$ cat config.mk
export PLATFORM = sky130hd
export DESIGN_NAME = watch_set_controller
export DESIGN_NICKNAME = d
export VERILOG_FILES = /design/src/rtl/watch_pkg.sv /design/src/rtl/btn_debounce.sv /design/src/rtl/watch_set_controller.sv
export SDC_FILE = /design/constraint.sdc
export NUM_CORES = 1
export LEC_CHECK = 0
export ABC_AREA = 1
export BUFFER_PORTS_ARGS = -buffer_cell sky130_fd_sc_hd__buf_2
export CAP_MARGIN = 10
export CORE_AREA = 3 3 96 98
export CTS_CLUSTER_SIZE = 28
export DETAILED_ROUTE_END_ITERATION = 16
export DIE_AREA = 0 0 99 101
export MAX_ROUTING_LAYER = met4
export PLACE_DENSITY = 0.79
export SLEW_MARGIN = 10
export SYNTH_ARGS = -nofsm -noshare
export SYNTH_HDL_FRONTEND = slang
export SYNTH_HIERARCHICAL = 1
export SYNTH_SLANG_ARGS = --single-unit
$ cat constraint.sdc
create_clock -name clk -period 1.45 [get_ports clk]
set_input_delay 0.145 -clock clk [delete_from_list [all_inputs] [get_ports clk]]
set_output_delay 0.145 -clock clk [all_outputs]
set_load 0.1 [all_outputs]
$ cat src/rtl/watch_pkg.sv
// Shared constants and state type for the watch time-keeping datapath.
package watch_pkg;

  localparam logic [2:0] POS_HOUR = 3'b100;
  localparam logic [2:0] POS_MIN  = 3'b010;
  localparam logic [2:0] POS_SEC  = 3'b001;
  localparam logic [2:0] POS_NONE = 3'b000;

  localparam logic MODE_NORMAL  = 1'b0;
  localparam logic MODE_SETTING = 1'b1;

  typedef enum logic [1:0] {
    ST_NORMAL   = 2'd0,
    ST_SET_HOUR = 2'd1,
    ST_SET_MIN  = 2'd2,
    ST_SET_SEC  = 2'd3
  } set_state_t;

  function automatic logic [2:0] pos_of(set_state_t s);
    case (s)
      ST_SET_HOUR: pos_of = POS_HOUR;
      ST_SET_MIN:  pos_of = POS_MIN;
      ST_SET_SEC:  pos_of = POS_SEC;
      default:     pos_of = POS_NONE;
    endcase
  endfunction

endpackage

$ cat src/rtl/btn_debounce.sv
// Push-button conditioner: two-flop synchronizer, stability counter and
// rising-edge event on the accepted level.
module btn_debounce #(
  parameter logic [19:0] DEBOUNCE_CYCLES = 20'd500000
) (
  input  logic clk,
  input  logic reset,
  input  logic btn_raw,
  output logic level,
  output logic rise
);

  logic        sync_p0, sync_p1;
  logic        fill_p0, fill_p1;
  logic        armed;
  logic [19:0] cnt;
  logic        accept;

  assign accept = (sync_p1 != level) && (cnt == DEBOUNCE_CYCLES - 20'd1);

  // Events are only armed once the button has been seen released after
  // reset, so a button held through reset never produces a press.
  always_ff @(posedge clk or negedge reset) begin
    if (!reset) begin
      sync_p0 <= 1'b0;
      sync_p1 <= 1'b0;
      fill_p0 <= 1'b0;
      fill_p1 <= 1'b0;
      armed   <= 1'b0;
      cnt     <= '0;
      level   <= 1'b0;
      rise    <= 1'b0;
    end else begin
      sync_p0 <= btn_raw;
      sync_p1 <= sync_p0;
      fill_p0 <= 1'b1;
      fill_p1 <= fill_p0;
      if (fill_p1 && !sync_p1 && !level)
        armed <= 1'b1;
      rise <= accept && sync_p1 && armed;
      if ((sync_p1 == level) || accept)
        cnt <= '0;
      else
        cnt <= cnt + 20'd1;
      if (accept)
        level <= sync_p1;
    end
  end

endmodule

$ cat src/rtl/watch_set_controller.sv
// Watch mode / set-position sequencer. Optional inactivity auto-exit is
// enabled with the WATCH_SET_TIMEOUT_EN macro.
module watch_set_controller
  import watch_pkg::*;
#(
  parameter logic [19:0] DEBOUNCE_CYCLES = 20'd500000,
  parameter int          TIMEOUT_S       = 30
) (
  input  logic       clk,
  input  logic       reset,
  input  logic       tick_1hz,
  input  logic       tick_2hz,
  input  logic       btn_mode,
  input  logic       btn_pos,
  input  logic       btn_inc,
  output logic       mode,
  output logic [2:0] set_pos,
  output logic       blink,
  output logic       inc_pulse
);

  set_state_t state, state_nxt;
  logic       ev_mode, ev_pos, ev_inc, ev_any;
  logic       timeout_hit;
  logic       blink_nxt;
  logic [2:0] unused_level;

  btn_debounce #(.DEBOUNCE_CYCLES(DEBOUNCE_CYCLES)) u_db_mode (
    .clk(clk), .reset(reset), .btn_raw(btn_mode),
    .level(unused_level[0]), .rise(ev_mode)
  );
  btn_debounce #(.DEBOUNCE_CYCLES(DEBOUNCE_CYCLES)) u_db_pos (
    .clk(clk), .reset(reset), .btn_raw(btn_pos),
    .level(unused_level[1]), .rise(ev_pos)
  );
  btn_debounce #(.DEBOUNCE_CYCLES(DEBOUNCE_CYCLES)) u_db_inc (
    .clk(clk), .reset(reset), .btn_raw(btn_inc),
    .level(unused_level[2]), .rise(ev_inc)
  );

  assign ev_any = ev_mode | ev_pos | ev_inc;

`ifdef WATCH_SET_TIMEOUT_EN
  logic [5:0] idle_s;

  assign timeout_hit = (state != ST_NORMAL) && (idle_s == 6'(TIMEOUT_S));

  always_ff @(posedge clk or negedge reset) begin
    if (!reset)
      idle_s <= '0;
    else if ((state == ST_NORMAL) || ev_any || timeout_hit)
      idle_s <= '0;
    else if (tick_1hz)
      idle_s <= idle_s + 6'd1;
  end
`else
  logic unused_timeout;

  assign timeout_hit    = 1'b0;
  assign unused_timeout = tick_1hz ^ ev_any ^ (TIMEOUT_S > 63);
`endif

  // Mode beats position; any button event cancels a pending timeout.
  always_comb begin
    state_nxt = state;
    if (ev_mode) begin
      state_nxt = (state == ST_NORMAL) ? ST_SET_HOUR : ST_NORMAL;
    end else if (ev_pos) begin
      case (state)
        ST_SET_HOUR: state_nxt = ST_SET_MIN;
        ST_SET_MIN:  state_nxt = ST_SET_SEC;
        ST_SET_SEC:  state_nxt = ST_SET_HOUR;
        default:     state_nxt = state;
      endcase
    end else if (timeout_hit && !ev_inc) begin
      state_nxt = ST_NORMAL;
    end

    blink_nxt = 1'b0;
    if ((state_nxt == state) && (state != ST_NORMAL))
      blink_nxt = blink ^ tick_2hz;
  end

  // Outputs are registered from the next state so they move with the state.
  always_ff @(posedge clk or negedge reset) begin
    if (!reset) begin
      state     <= ST_NORMAL;
      mode      <= MODE_NORMAL;
      set_pos   <= POS_NONE;
      blink     <= 1'b0;
      inc_pulse <= 1'b0;
    end else begin
      state     <= state_nxt;
      mode      <= (state_nxt == ST_NORMAL) ? MODE_NORMAL : MODE_SETTING;
      set_pos   <= pos_of(state_nxt);
      blink     <= blink_nxt;
      inc_pulse <= ev_inc && !ev_mode && (state != ST_NORMAL);
    end
  end

endmodule
Word level (Yosys, flattened, before mapping)
Cells that the tools add are included.
- input port bits: 7
- bits in latches: 0
- bits in writable memories: 0
- ROM bits: 0
- word-level logic and storage cells: 86
- flip-flop bits (word level): 85
- memories kept: 0
- reduce and logical (&&, ||, !) cells: 31
- muxes and demuxes: 10
- add/sub/neg operators: 3
- order comparisons: 0
- div/mod/pow operators: 0
- bitwise logic cells: 1
- multipliers: 0
- shift operators: 0
- eq/ne operators: 16
- operators by type and width (operator ; count):
    adder 20 x 1 -> 20 bit, second input constant ; 3
    == test 20 x 19 -> 1 bit, second input constant ; 3
    2-to-1 mux 20 bit ; 3
    logical AND 1 bit ; 18
    case mux 3 bit (3 select lines) ; 1
    == test 2 bit, second input constant ; 4
    zero test 1 bit ; 7
    case mux 2 bit (3 select lines) ; 1
    == test 2 x 1 -> 1 bit, second input constant ; 2
    zero test 2 bit ; 2
    2-to-1 mux 2 bit ; 2
    == test 1 bit ; 3
    logical OR 1 bit ; 3
    2-to-1 mux 1 bit ; 3
    != test 1 bit ; 3
    == test 2 bit ; 1
    nonzero test 2 bit ; 1
    XOR 1 bit ; 1

Depth between registers and ports, before layout
Gate-level depths: netlist of run 1.
- depth in word-level cells: 7
- gate-level depth with buffers: 9

By module
Netlist of run 1, hierarchy kept.
- by module, submodules not included (module ; seq. area each (µm²) ; area an instance (µm²) ; cells each ; instances):
    btn_debounce ; 675.6 ; 1442.6 ; 181 ; 3
    watch_set_controller ; 200.2 ; 360.3 ; 40 ; 1

Worst setup path before layout of run 1
OpenSTA, ideal clock, no wires.
- path type: flip-flop to flip-flop
- start point: register u_db_inc.cnt[0]
- end point: register u_db_inc.cnt[15]
- library setup time: 0.115 ns
- slack: 0.036 ns
- data required time: 1.335 ns
- data arrival time: 1.299 ns
- buffers on the path: 1
- stages on the path, launching flop included: 8
- path through: dfrtp_1 ha_1 nand3_1 nor2_1 nand3_2 nand2_4 buf_12 nor2_2
- word-level cells in the longest chain between the ends: 4
- RTL lines (what ; line ; source):
    from (decl) ; btn_debounce.sv:16 ; logic [19:0] cnt;
    from (signal assigned) ; btn_debounce.sv:44 ; cnt <= cnt + 20'd1;
    parallel branches: the longest is 3 deep, another holds adder 20 x 1 -> 20 bit ; - ;
    2-to-1 mux 20 bit (*) ; btn_debounce.sv:41 ; if ((sync_p1 == level) || accept)
Mark *: on every way between the ends.
A chain may end at the register's enable or synchronous reset.

Worst setup path after layout of run 1
- start point: register u_db_mode.cnt[12]
- end point: register u_db_mode.cnt[6]
- word-level cells in the longest chain between the ends: 4
- RTL lines (what ; line ; source):
    from (decl) ; btn_debounce.sv:16 ;
    from (signal assigned) ; btn_debounce.sv:44 ;
    == test 20 x 19 -> 1 bit ; btn_debounce.sv:19 ; assign accept = (sync_p1 != level) && (cnt == DEBOUNCE_CYCLES - 20'd1);
    logical AND 1 bit ; btn_debounce.sv:19 ;
    logical OR 1 bit ; btn_debounce.sv:41 ;
    2-to-1 mux 20 bit ; btn_debounce.sv:41 ;
Every way passes these cells.

==> impl_metrics.toml, run 1 <==
[logic_synthesis]
synth-async-reset-ratio_pct = 100
synth_area_mm2 = 0.00469
synthCells = 583
synth_edf_count = 0
ys_ff_latch = 89
postSynthAreaPerCell_um2 = 8.04
syn_nets = 594
synth_ff_type = "dfrtp_1"
synth-seq-area-share_pct = 47.5
yosys_warnings = 6
synth_cell_types = 25

[setup_path]
required_ns = 1.70
cp-start-kind = "flop"
worstPathArrival_ns = 1.64
crit_type = "flop to flop"
reg2reg_slack_ns = 0.05
worstPathMaxFanout = 18
regToRegStartpoint = "u_db_mode/cnt[12]"
crit_start = "u_db_mode/cnt[12]"
crit_path_end_kind = "flop"

[sta]
worst_hold_slack_ns = 0.150
final.setup.worst_slack_ns = 0.0527
skew_ns = 0.0127
drv_slew = 0
finalSetupTns_ns = 0
hold_viol = 0
finalSetupViolCount = 0
grt_setup_unrepaired = "true"
tightestPinTransition_ns = 0.584
max_freq_mhz = 716
fin_crit_sh_pct = 96.4
relSlewSlack_pct = 61.0
fin_crit_ns = 1.40

[pwr]
power.density_mw_per_mm2 = 798
ir_worst_vdd_uv = 699
p_leak_nw = 2.44
finalPower_mw = 4.38

[grt]
antenna_found_initial = 0
first_global_vias = 3646
grtUsageTotal_pct = 19.9
grt_start_max_net_pins = 35
overflow = 0
grt_pass1_wl_mm = 16.0

[finish]
fillers = 661
sequential_cell_area_mm2 = 0.00224
nets = 648
final_cell_mix = "128 x nand2_1, 102 x nor2_1, 76 x dfrtp_1"
antennaDiodeCount = 0
mostFrequentLayoutCell = "nand2_1"
multi_input_area_mm2 = 0.00231
area_growth_pct = 17.1
drive_gt1_share_pct = 27.1
stdcell_count = 750

[floorplan]
fp.dieArea_mm2 = 0.0100
coreArea_mm2 = 0.00855
rows = 34
die_width_um = 99
die_h_um = 101
start_util_pct = 54.8
io_pins = 13

[place]
io_buffers = 11
post-place-ws_ns = -0.0322
placedCellCount = 721
place.gp.congestion = 0.936
post-dp-hpwl_mm = 6.49

[clock_network]
root_buffer = "clkbuf_8"
worstSkewPairLatency_ns = 0.36
clk_path_buf_depth = 2
cts_tree = "done"
cts_inserted_buffers = 9
cts.clk_slew.worst_paths_ns = 0.10
cts_max_level = 3
cts_sinks = 89

[hold_path]
hold_path.class = "primary input to flop"
min_from = "tick_2hz"

[routing]
drc = 0
first_pass_iters = 5
drtIter0Drc = 217
antenna_left = 0
vias = 3869
routedWlPerCell_um = 12.3
drt_wl_total_mm = 9.23
post_drt_via_cell_ratio = 5.16

[run_status]
status = "finished clean"

[run]
drv_cap = 0
sequential cells by signal, indices dropped and copies added (netlist names), 2 cells and up:
signal	cells
u_db_inc/cnt	20
u_db_pos/cnt	20
set_pos	3
state	2
u_db_mode/cnt	20
final cells by class:
class,instances,share of cell area (%)
flip-flops and latches,89,40.9
repair buffers,49,7.09
clock inverters,7,1.09
clock buffers,9,2.26
multi-input cells,427,42.1
inverters,61,4.17
well taps,108,2.46
power by group:
part	total [mW]	leakage (nW)	switching [mW]	internal, mW
Sequential	2.55	1.17	0.0300	2.52
Combinational	0.217	1.18	0.134	0.0837
Clock	1.62	0.0901	0.964	0.656
Total	4.38	2.44	1.13	3.26
per-stage QoR:
| step | utilization, % | instance area, um^2 |
|---|---|---|
| 2_1_floorplan | - | 4690 |
| 3_3_place_gp | 58.7 | 5020 |
| 3_5_place_dp | 58.7 | 5020 |
| 4_1_cts | 61.6 | 5270 |
| 5_1_grt | 64.2 | 5490 |
| 6_report | 64.2 | 5490 |
what timing repair did:
| action | CTS | global route |
|---|---|---|
| setup endpoints to repair | 20 | 59 |
| hold buffers | 4 | 0 |
| pin swaps | 1 | 13 |
| hold endpoints to repair | 29 | 0 |
| buffers inserted | 0 | 9 |
| gates resized for setup | 5 | 47 |
Yosys cell counts (4+ instances only):
cell      count  share of area, %
nor2_1      113               9.0
nand2_2       8               1.1
nand3_2       4              0.85
o21ai_0       6              0.64
inv_2        12              0.96
nand3_1      41               4.4
ha_1          4               1.1
xor2_1       24               4.5
dfrtp_1      89                48
nor2_2       41               5.5
xnor2_1       6               1.1
inv_1        49               3.9
nand4_1      22               2.9
o21bai_1      6              0.96
nand2_1     129                10
nor3_1        6              0.64
critical path, stage by stage, from the launching register on:
cell,delay (ns)
dfrtp_1,0.46
nor2_1,0.19
nand2_1,0.09
nor2_2,0.10
nand3_2,0.15
nand2_8,0.19
nor2_1,0.09
worst paths after layout:
check                              endpoint  cells after the start
setup / recovery           u_db_mode/cnt[6]                      6
hold / removal                        blink                      6
setup reg to reg           u_db_mode/cnt[6]                      6
hold reg to reg            u_db_pos/sync_p1                      0
max in group asynchronous  u_db_mode/cnt[8]                      3
min in group asynchronous   u_db_inc/cnt[8]                      2
metal layers:
| metal | vias to the layer above | routed length, um | track usage [%] |
|---|---|---|---|
| met1 | 1785 | 4140 | 25.7 |
| met2 | 127 | 4510 | 32.2 |
| met4 | 0 | 152 | 6.51 |
| li1 | 1939 | - | - |
| met3 | 18 | 423 | 3.53 |
| met5 | - | 0 | - |
logic make-up (layout without fill, tap and decap cells):
kind of cell / after synthesis / after routing / synth area share, %
buffers and inverters: 67 / 126 / 6.49
DFF: 89 / 89 / 47.5
and+or+nand+nor: 373 / 373 / 36.8
adders and majority gates: 4 / 4 / 1.07
AOI/OAI and AO/OA: 17 / 17 / 2.30
xor gates and xnor gates: 30 / 30 / 5.60
other: 3 / 3 / 0.240
No activity file was read; power rests on OpenSTA's default activity.
==> run 2: changes to the inputs <==
--- a/config.mk
+++ b/config.mk
@@ -8,12 +8,12 @@
 export ABC_AREA = 1
 export BUFFER_PORTS_ARGS = -buffer_cell sky130_fd_sc_hd__buf_2
 export CAP_MARGIN = 10
-export CORE_AREA = 3 3 96 98
+export CORE_AREA = 3 3 91 93
 export CTS_CLUSTER_SIZE = 28
 export DETAILED_ROUTE_END_ITERATION = 16
-export DIE_AREA = 0 0 99 101
+export DIE_AREA = 0 0 94 96
 export MAX_ROUTING_LAYER = met4
-export PLACE_DENSITY = 0.79
+export PLACE_DENSITY = 0.83
 export SLEW_MARGIN = 10
 export SYNTH_ARGS = -nofsm -noshare
 export SYNTH_HDL_FRONTEND = slang
==> constraint.sdc (replaced) <==
create_clock -name clk -period 1.51 [get_ports clk]
set_input_delay 0.151 -clock clk [delete_from_list [all_inputs] [get_ports clk]]
set_output_delay 0.151 -clock clk [all_outputs]
set_load 0.1 [all_outputs]
==> run 2 against run 1 <==
Fmax is 4.8% lower; core utilization rose by 4.6 points; wire length is 0.14% higher; clock skew decreased by 0.0012 ns; sequential power fell by 4%; combinational power down 12%; design area shrank 4.6%.
==> impl_metrics.toml, run 2 (synthesis gave the netlist of run 1 again) <==
[run_status]
status = "finished clean"

[setup_path]
crit_type = "flop to flop"
worstPathMaxFanout = 6
worstPathArrival_ns = 1.72
crit_path_end_kind = "flop"
cp-start-kind = "flop"
required_ns = 1.77

[sta]
skew_ns = 0.0115
fin_crit_sh_pct = 97.2
final.setup.worst_slack_ns = 0.0428
max_freq_mhz = 682
tightestPinTransition_ns = 0.590
hold_viol = 0
fin_crit_ns = 1.47
finalSetupViolCount = 0
relSlewSlack_pct = 60.6
drv_slew = 0

[pwr]
p_leak_nw = 2.28
power.density_mw_per_mm2 = 806
ir_worst_vdd_uv = 709
finalPower_mw = 4.22

[hold_path]
hold_path.class = "primary input to flop"

[floorplan]
die_width_um = 94
io_pins = 13
rows = 32
start_util_pct = 61.6
die_h_um = 96
coreArea_mm2 = 0.00761
fp.dieArea_mm2 = 0.00902

[clock_network]
cts_sinks = 89
cts_max_level = 3
cts.clk_slew.worst_paths_ns = 0.10
cts_inserted_buffers = 9
root_buffer = "clkbuf_8"
worstSkewPairLatency_ns = 0.36
cts_tree = "done"
clk_path_buf_depth = 2

[grt]
first_global_vias = 3625
antenna_found_initial = 0
grt_start_max_net_pins = 90
grtUsageTotal_pct = 22.5
overflow = 0
grt_pass1_wl_mm = 15.7

[routing]
routedWlPerCell_um = 12.8
vias = 3819
drt_wl_total_mm = 9.24
first_pass_iters = 4
drtIter0Drc = 207
post_drt_via_cell_ratio = 5.29
antenna_left = 0
drc = 0

[finish]
multi_input_area_mm2 = 0.00226
sequential_cell_area_mm2 = 0.00223
top_regs = "u_db_inc/cnt (20), u_db_mode/cnt (20), u_db_pos/cnt (20)"
antennaDiodeCount = 0
drive_gt1_share_pct = 20.3
fillers = 565
area_growth_pct = 11.7
nets = 626
final_cell_mix = "129 x nand2_1, 108 x nor2_1, 88 x dfrtp_1"
final_area_mm2 = 0.00524
mostFrequentLayoutCell = "nand2_1"
utilization_pct = 68.8

[place]
post-dp-hpwl_mm = 6.34
dpl_cell_area_mm2 = 0.00489
io_buffers = 11
post-place-ws_ns = -0.00140
place.gp.congestion = 0.897

[run]
drv_cap = 0
==> run 2: cell count changes in the layout (fill, tap and decap cells not counted), sizes merged <==
cell | previous run | this run
buf | 45 | 23
clkinv | 1 | 2
clkinvlp | 2 | 1
==> run 2: final timing paths <==
check,startpoint,end,slack [ns],cells past startpoint
setup reg to reg,u_db_pos/cnt[10],u_db_pos/cnt[2],0.04,7
max in group asynchronous,reset,u_db_pos/cnt[10],0.78,3
hold / removal,tick_2hz,blink,0.15,6
min in group asynchronous,reset,u_db_inc/cnt[16],0.36,3
setup / recovery,u_db_pos/cnt[10],u_db_pos/cnt[2],0.04,7
hold reg to reg,u_db_mode/sync_p0,u_db_mode/sync_p1,0.36,0
==> run 2: metrics by stage <==
step | std cells | setup TNS, ns | hold slack [ns]
2_1_floorplan | 583 | 0 | -0.145
3_3_place_gp | 700 | 0 | 0.224
3_5_place_dp | 700 | -0.00182 | 0.230
4_1_cts | 720 | 0 | 0.132
5_1_grt | 722 | -0.371 | 0.143
6_report | 722 | 0 | 0.150
==> run 2: area by class of cell <==
cell class | instances | share of cell area (%)
sequential | 89 | 42.6
multi-input combinational | 427 | 43.1
inverter | 61 | 4.37
timing repair buffer | 27 | 3.82
clock buffer | 9 | 2.37
clock inverter | 7 | 1.34
tap | 102 | 2.44
==> run 2: timing repair <==
item,in CTS,in global routing
buffers inserted,0,2
setup endpoints to repair,21,63
endpoints found under the hold margin,92,0
pin swaps,0,6
gates resized for setup,4,16
gates cloned,0,0
hold buffers,4,0
==> run 2: report_power, final <==
part	internal (mW)	total, mW	leakage [nW]	switching [mW]
registers	2.42	2.45	1.19	0.0336
logic	0.0680	0.192	0.992	0.124
clock network	0.644	1.58	0.0955	0.936
==> run 2: metal layers <==
| metal | track usage [%] | part of all wire (%) | vias to the layer above |
|---|---|---|---|
| li1 | - | - | 1883 |
| met5 | - | 0 | - |
| met4 | 8.30 | 1.2 | 0 |
| met1 | 27.5 | 43 | 1822 |
| met2 | 37.4 | 51 | 103 |
| met3 | 4.14 | 4.8 | 11 |
==> run 2: critical path: stages, from the launching register on <==
cell and delay, ns:
dfrtp_1 0.44, nor2_1 0.22, nand2_1 0.12, nor2_2 0.17, nand3_4 0.12, buf_4 0.17
nand3_1 0.07, nor2_1 0.05
==> run 3: changes to the inputs <==
--- a/config.mk
+++ b/config.mk
@@ -5,15 +5,15 @@
 export SDC_FILE = /design/constraint.sdc
 export NUM_CORES = 1
 export LEC_CHECK = 0
-export ABC_AREA = 1
 export BUFFER_PORTS_ARGS = -buffer_cell sky130_fd_sc_hd__buf_2
 export CAP_MARGIN = 10
-export CORE_AREA = 3 3 91 93
+export CORE_AREA = 3 3 86 88
 export CTS_CLUSTER_SIZE = 28
 export DETAILED_ROUTE_END_ITERATION = 16
-export DIE_AREA = 0 0 94 96
+export DIE_AREA = 0 0 89 91
 export MAX_ROUTING_LAYER = met4
 export PLACE_DENSITY = 0.83
+export SETUP_SLACK_MARGIN = 0.15
 export SLEW_MARGIN = 10
 export SYNTH_ARGS = -nofsm -noshare
 export SYNTH_HDL_FRONTEND = slang
==> run 3 against run 2 <==
The flow now finishes with violations (negative setup slack); via count decreased by 2.7%; critical path depth decreased by 2; hold slack got worse by 0.014 ns; wire length increased by 34%; area after synthesis decreased by 12%; non-clock buffer count increased by 89; critical endpoint is now u_db_inc/cnt[18]; highest routed layer unchanged.
==> impl_metrics.toml, run 3 <==
[floorplan]
rows = 30
die_h_um = 91
coreArea_mm2 = 0.00672
io_pins = 13
fp.dieArea_mm2 = 0.00810
die_width_um = 89
start_util_pct = 61.5

[logic_synthesis]
synthCells = 396
synth_cell_types = 33
syn_nets = 407
yosysTopAreaCellShare_pct = 53.9
synth_edf_count = 0
ys_ff_latch = 89
synth-async-reset-ratio_pct = 100
synth_area_leader_cell = "dfrtp_1"
synth_ff_type = "dfrtp_1"
synthTopCellsByCount = "89 x dfrtp_1, 64 x nor2_1, 40 x xnor2_1"
synthTopCellsByArea = "dfrtp_1 54%, xnor2_1 8.5%, nor2_1 5.8%, nand4_4 3.1%, nand3_1 2.7%"
yosysMostFrequentCell = "dfrtp_1"
yosys_warnings = 6
postSynthAreaPerCell_um2 = 10.4
synth-seq-area-share_pct = 53.9
synth_area_mm2 = 0.00413

[clock_network]
cts_tree = "done"
root_buffer = "clkbuf_8"
clk_path_buf_depth = 2
cts.clk_slew.worst_paths_ns = 0.10
cts_sinks = 89
worstSkewPairLatency_ns = 0.38
cts_max_level = 3
cts_inserted_buffers = 9

[routing]
first_pass_iters = 5
antenna_left = 0
drc = 0
routedWlPerCell_um = 20.7
drtIter0Drc = 344
drt_wl_total_mm = 12.4
met3_length_um = 891
vias = 3715
top_layer = "met4"
met2_length_mm = 6.20
post_drt_via_cell_ratio = 6.23
wl_met1_mm = 4.79

[finish]
nets = 522
final_cell_mix = "83 x buf_4, 82 x dfrtp_1, 40 x xnor2_1"
drive_gt1_share_pct = 43.6
top_regs = "u_db_inc/cnt (20), u_db_mode/cnt (20), u_db_pos/cnt (20)"
multi_input_area_mm2 = 0.00211
area_growth_pct = 37.7
fillers = 284
mostFrequentLayoutCell = "buf_4"
sequential_cell_area_mm2 = 0.00224
utilization_pct = 84.6
antennaDiodeCount = 0

[setup_path]
worstPathArrival_ns = 2.21
path_cells = "ha_4, nand4_4, or4_4, or3_1, a21oi_1"
crit_path_end_kind = "flop"
crit_type = "flop to flop"
cpMaxStageDelayCell = "or4_4"
slowest_delay_ns = 0.50
required_ns = 1.81
cp-start-kind = "flop"
worstPathMaxFanout = 3

[grt]
grt_start_max_net_pins = 32
overflow = 0
antenna_found_initial = 0
grtUsageTotal_pct = 27.6
first_global_vias = 3591
grt_pass1_wl_mm = 16.8

[sta]
hold_viol = 0
fin_crit_ns = 1.92
fin_crit_sh_pct = 127
max_freq_mhz = 522
grt_setup_unrepaired = "true"
skew_ns = 0.0184
worst_hold_slack_ns = 0.136
finalSetupViolCount = 66
final.setup.worst_slack_ns = -0.407
drv_slew = 0

[hold_path]
hold_path.class = "primary input to flop"

[run]
drv_cap = 0

[pwr]
p_leak_nw = 2.37
power.density_mw_per_mm2 = 779
finalPower_mw = 4.43
ir_worst_vdd_uv = 532

[place]
io_buffers = 11
place.gp.congestion = 0.901
post-dp-hpwl_mm = 6.31

[run_status]
status = "finished, violations left"
failed_checks = "negative setup slack"
run 3: critical path, delay by kind of cell (launching register included):
kind | cells | cell delay, ns
AND/OR/NAND/NOR | 3 | 0.95
flip-flops | 1 | 0.46
AO/OA/AOI/OAI | 1 | 0.23
adder cells (fa/ha/maj) | 1 | 0.19
run 3: final timing paths:
| path | startpoint | to | slack (ns) | cells past startpoint |
|---|---|---|---|---|
| setup / recovery | u_db_inc/cnt[1] | u_db_inc/cnt[18] | -0.41 | 5 |
| hold / removal | tick_2hz | blink | 0.14 | 4 |
| setup reg to reg | u_db_inc/cnt[1] | u_db_inc/cnt[18] | -0.41 | 5 |
| hold reg to reg | u_db_inc/fill_p0 | u_db_inc/fill_p1 | 0.37 | 0 |
| max in group asynchronous | reset | u_db_pos/cnt[1] | 0.63 | 3 |
| min in group asynchronous | reset | u_db_inc/cnt[19] | 0.25 | 2 |
run 3: timing repair:
item | in CTS | in global routing
cloned | 1 | 5
hold endpoints to repair | 31 | 0
setup buffers | 4 | 8
pin swaps | 5 | 13
resized for setup | 27 | 68
setup endpoints to repair | 66 | 70
hold buffers | 4 | 0
run 3: report_power, final:
group	leakage [nW]	internal, mW	total (mW)	switching, mW
registers	1.18	2.42	2.46	0.0420
clock network	0.0847	0.767	1.67	0.907
logic	1.11	0.134	0.296	0.161
total	2.37	3.32	4.43	1.11
run 3: cells by family after synthesis:
| group | share of synthesized area, % |
|---|---|
| AO/OA/AOI/OAI | 4.33 |
| XOR/XNOR | 10.4 |
| adder cells (fa/ha/maj) | 1.21 |
| buffers and inverters | 2.94 |
| flip-flops | 53.9 |
| multiplexers | 1.30 |
| other | 0.273 |
| AND/OR/NAND/NOR | 25.6 |
run 3: cell type report:
type,instances,area share (%)
Sequential cell,89,39.3
Timing Repair Buffer,116,17.2
Inverter,16,1.08
Tap cell,80,1.76
Clock inverter,6,1.21
Multi-Input combinational cell,279,37.2
Clock buffer,10,2.25
run 3: per-stage QoR:
| step | cell area, um^2 | setup TNS (ns) | setup slack (ns) | cells |
|---|---|---|---|---|
| after floorplan | 4240 | -8.77 | -0.171 | 396 |
| after global placement | 4940 | -11.29 | -0.209 | 558 |
| after detailed placement | 4940 | -14.70 | -0.261 | 558 |
| after CTS | 5310 | -13.84 | -0.268 | 583 |
| after global routing | 5680 | -20.86 | -0.450 | 596 |
| final | 5680 | -18.82 | -0.407 | 596 |
run 3: metal layers:
metal  up-vias  GRT usage [%]
met5         -              -
met4         0           11.8
met3        67           7.89
met2       210           45.2
met1      1853           31.3
li1       1585              -
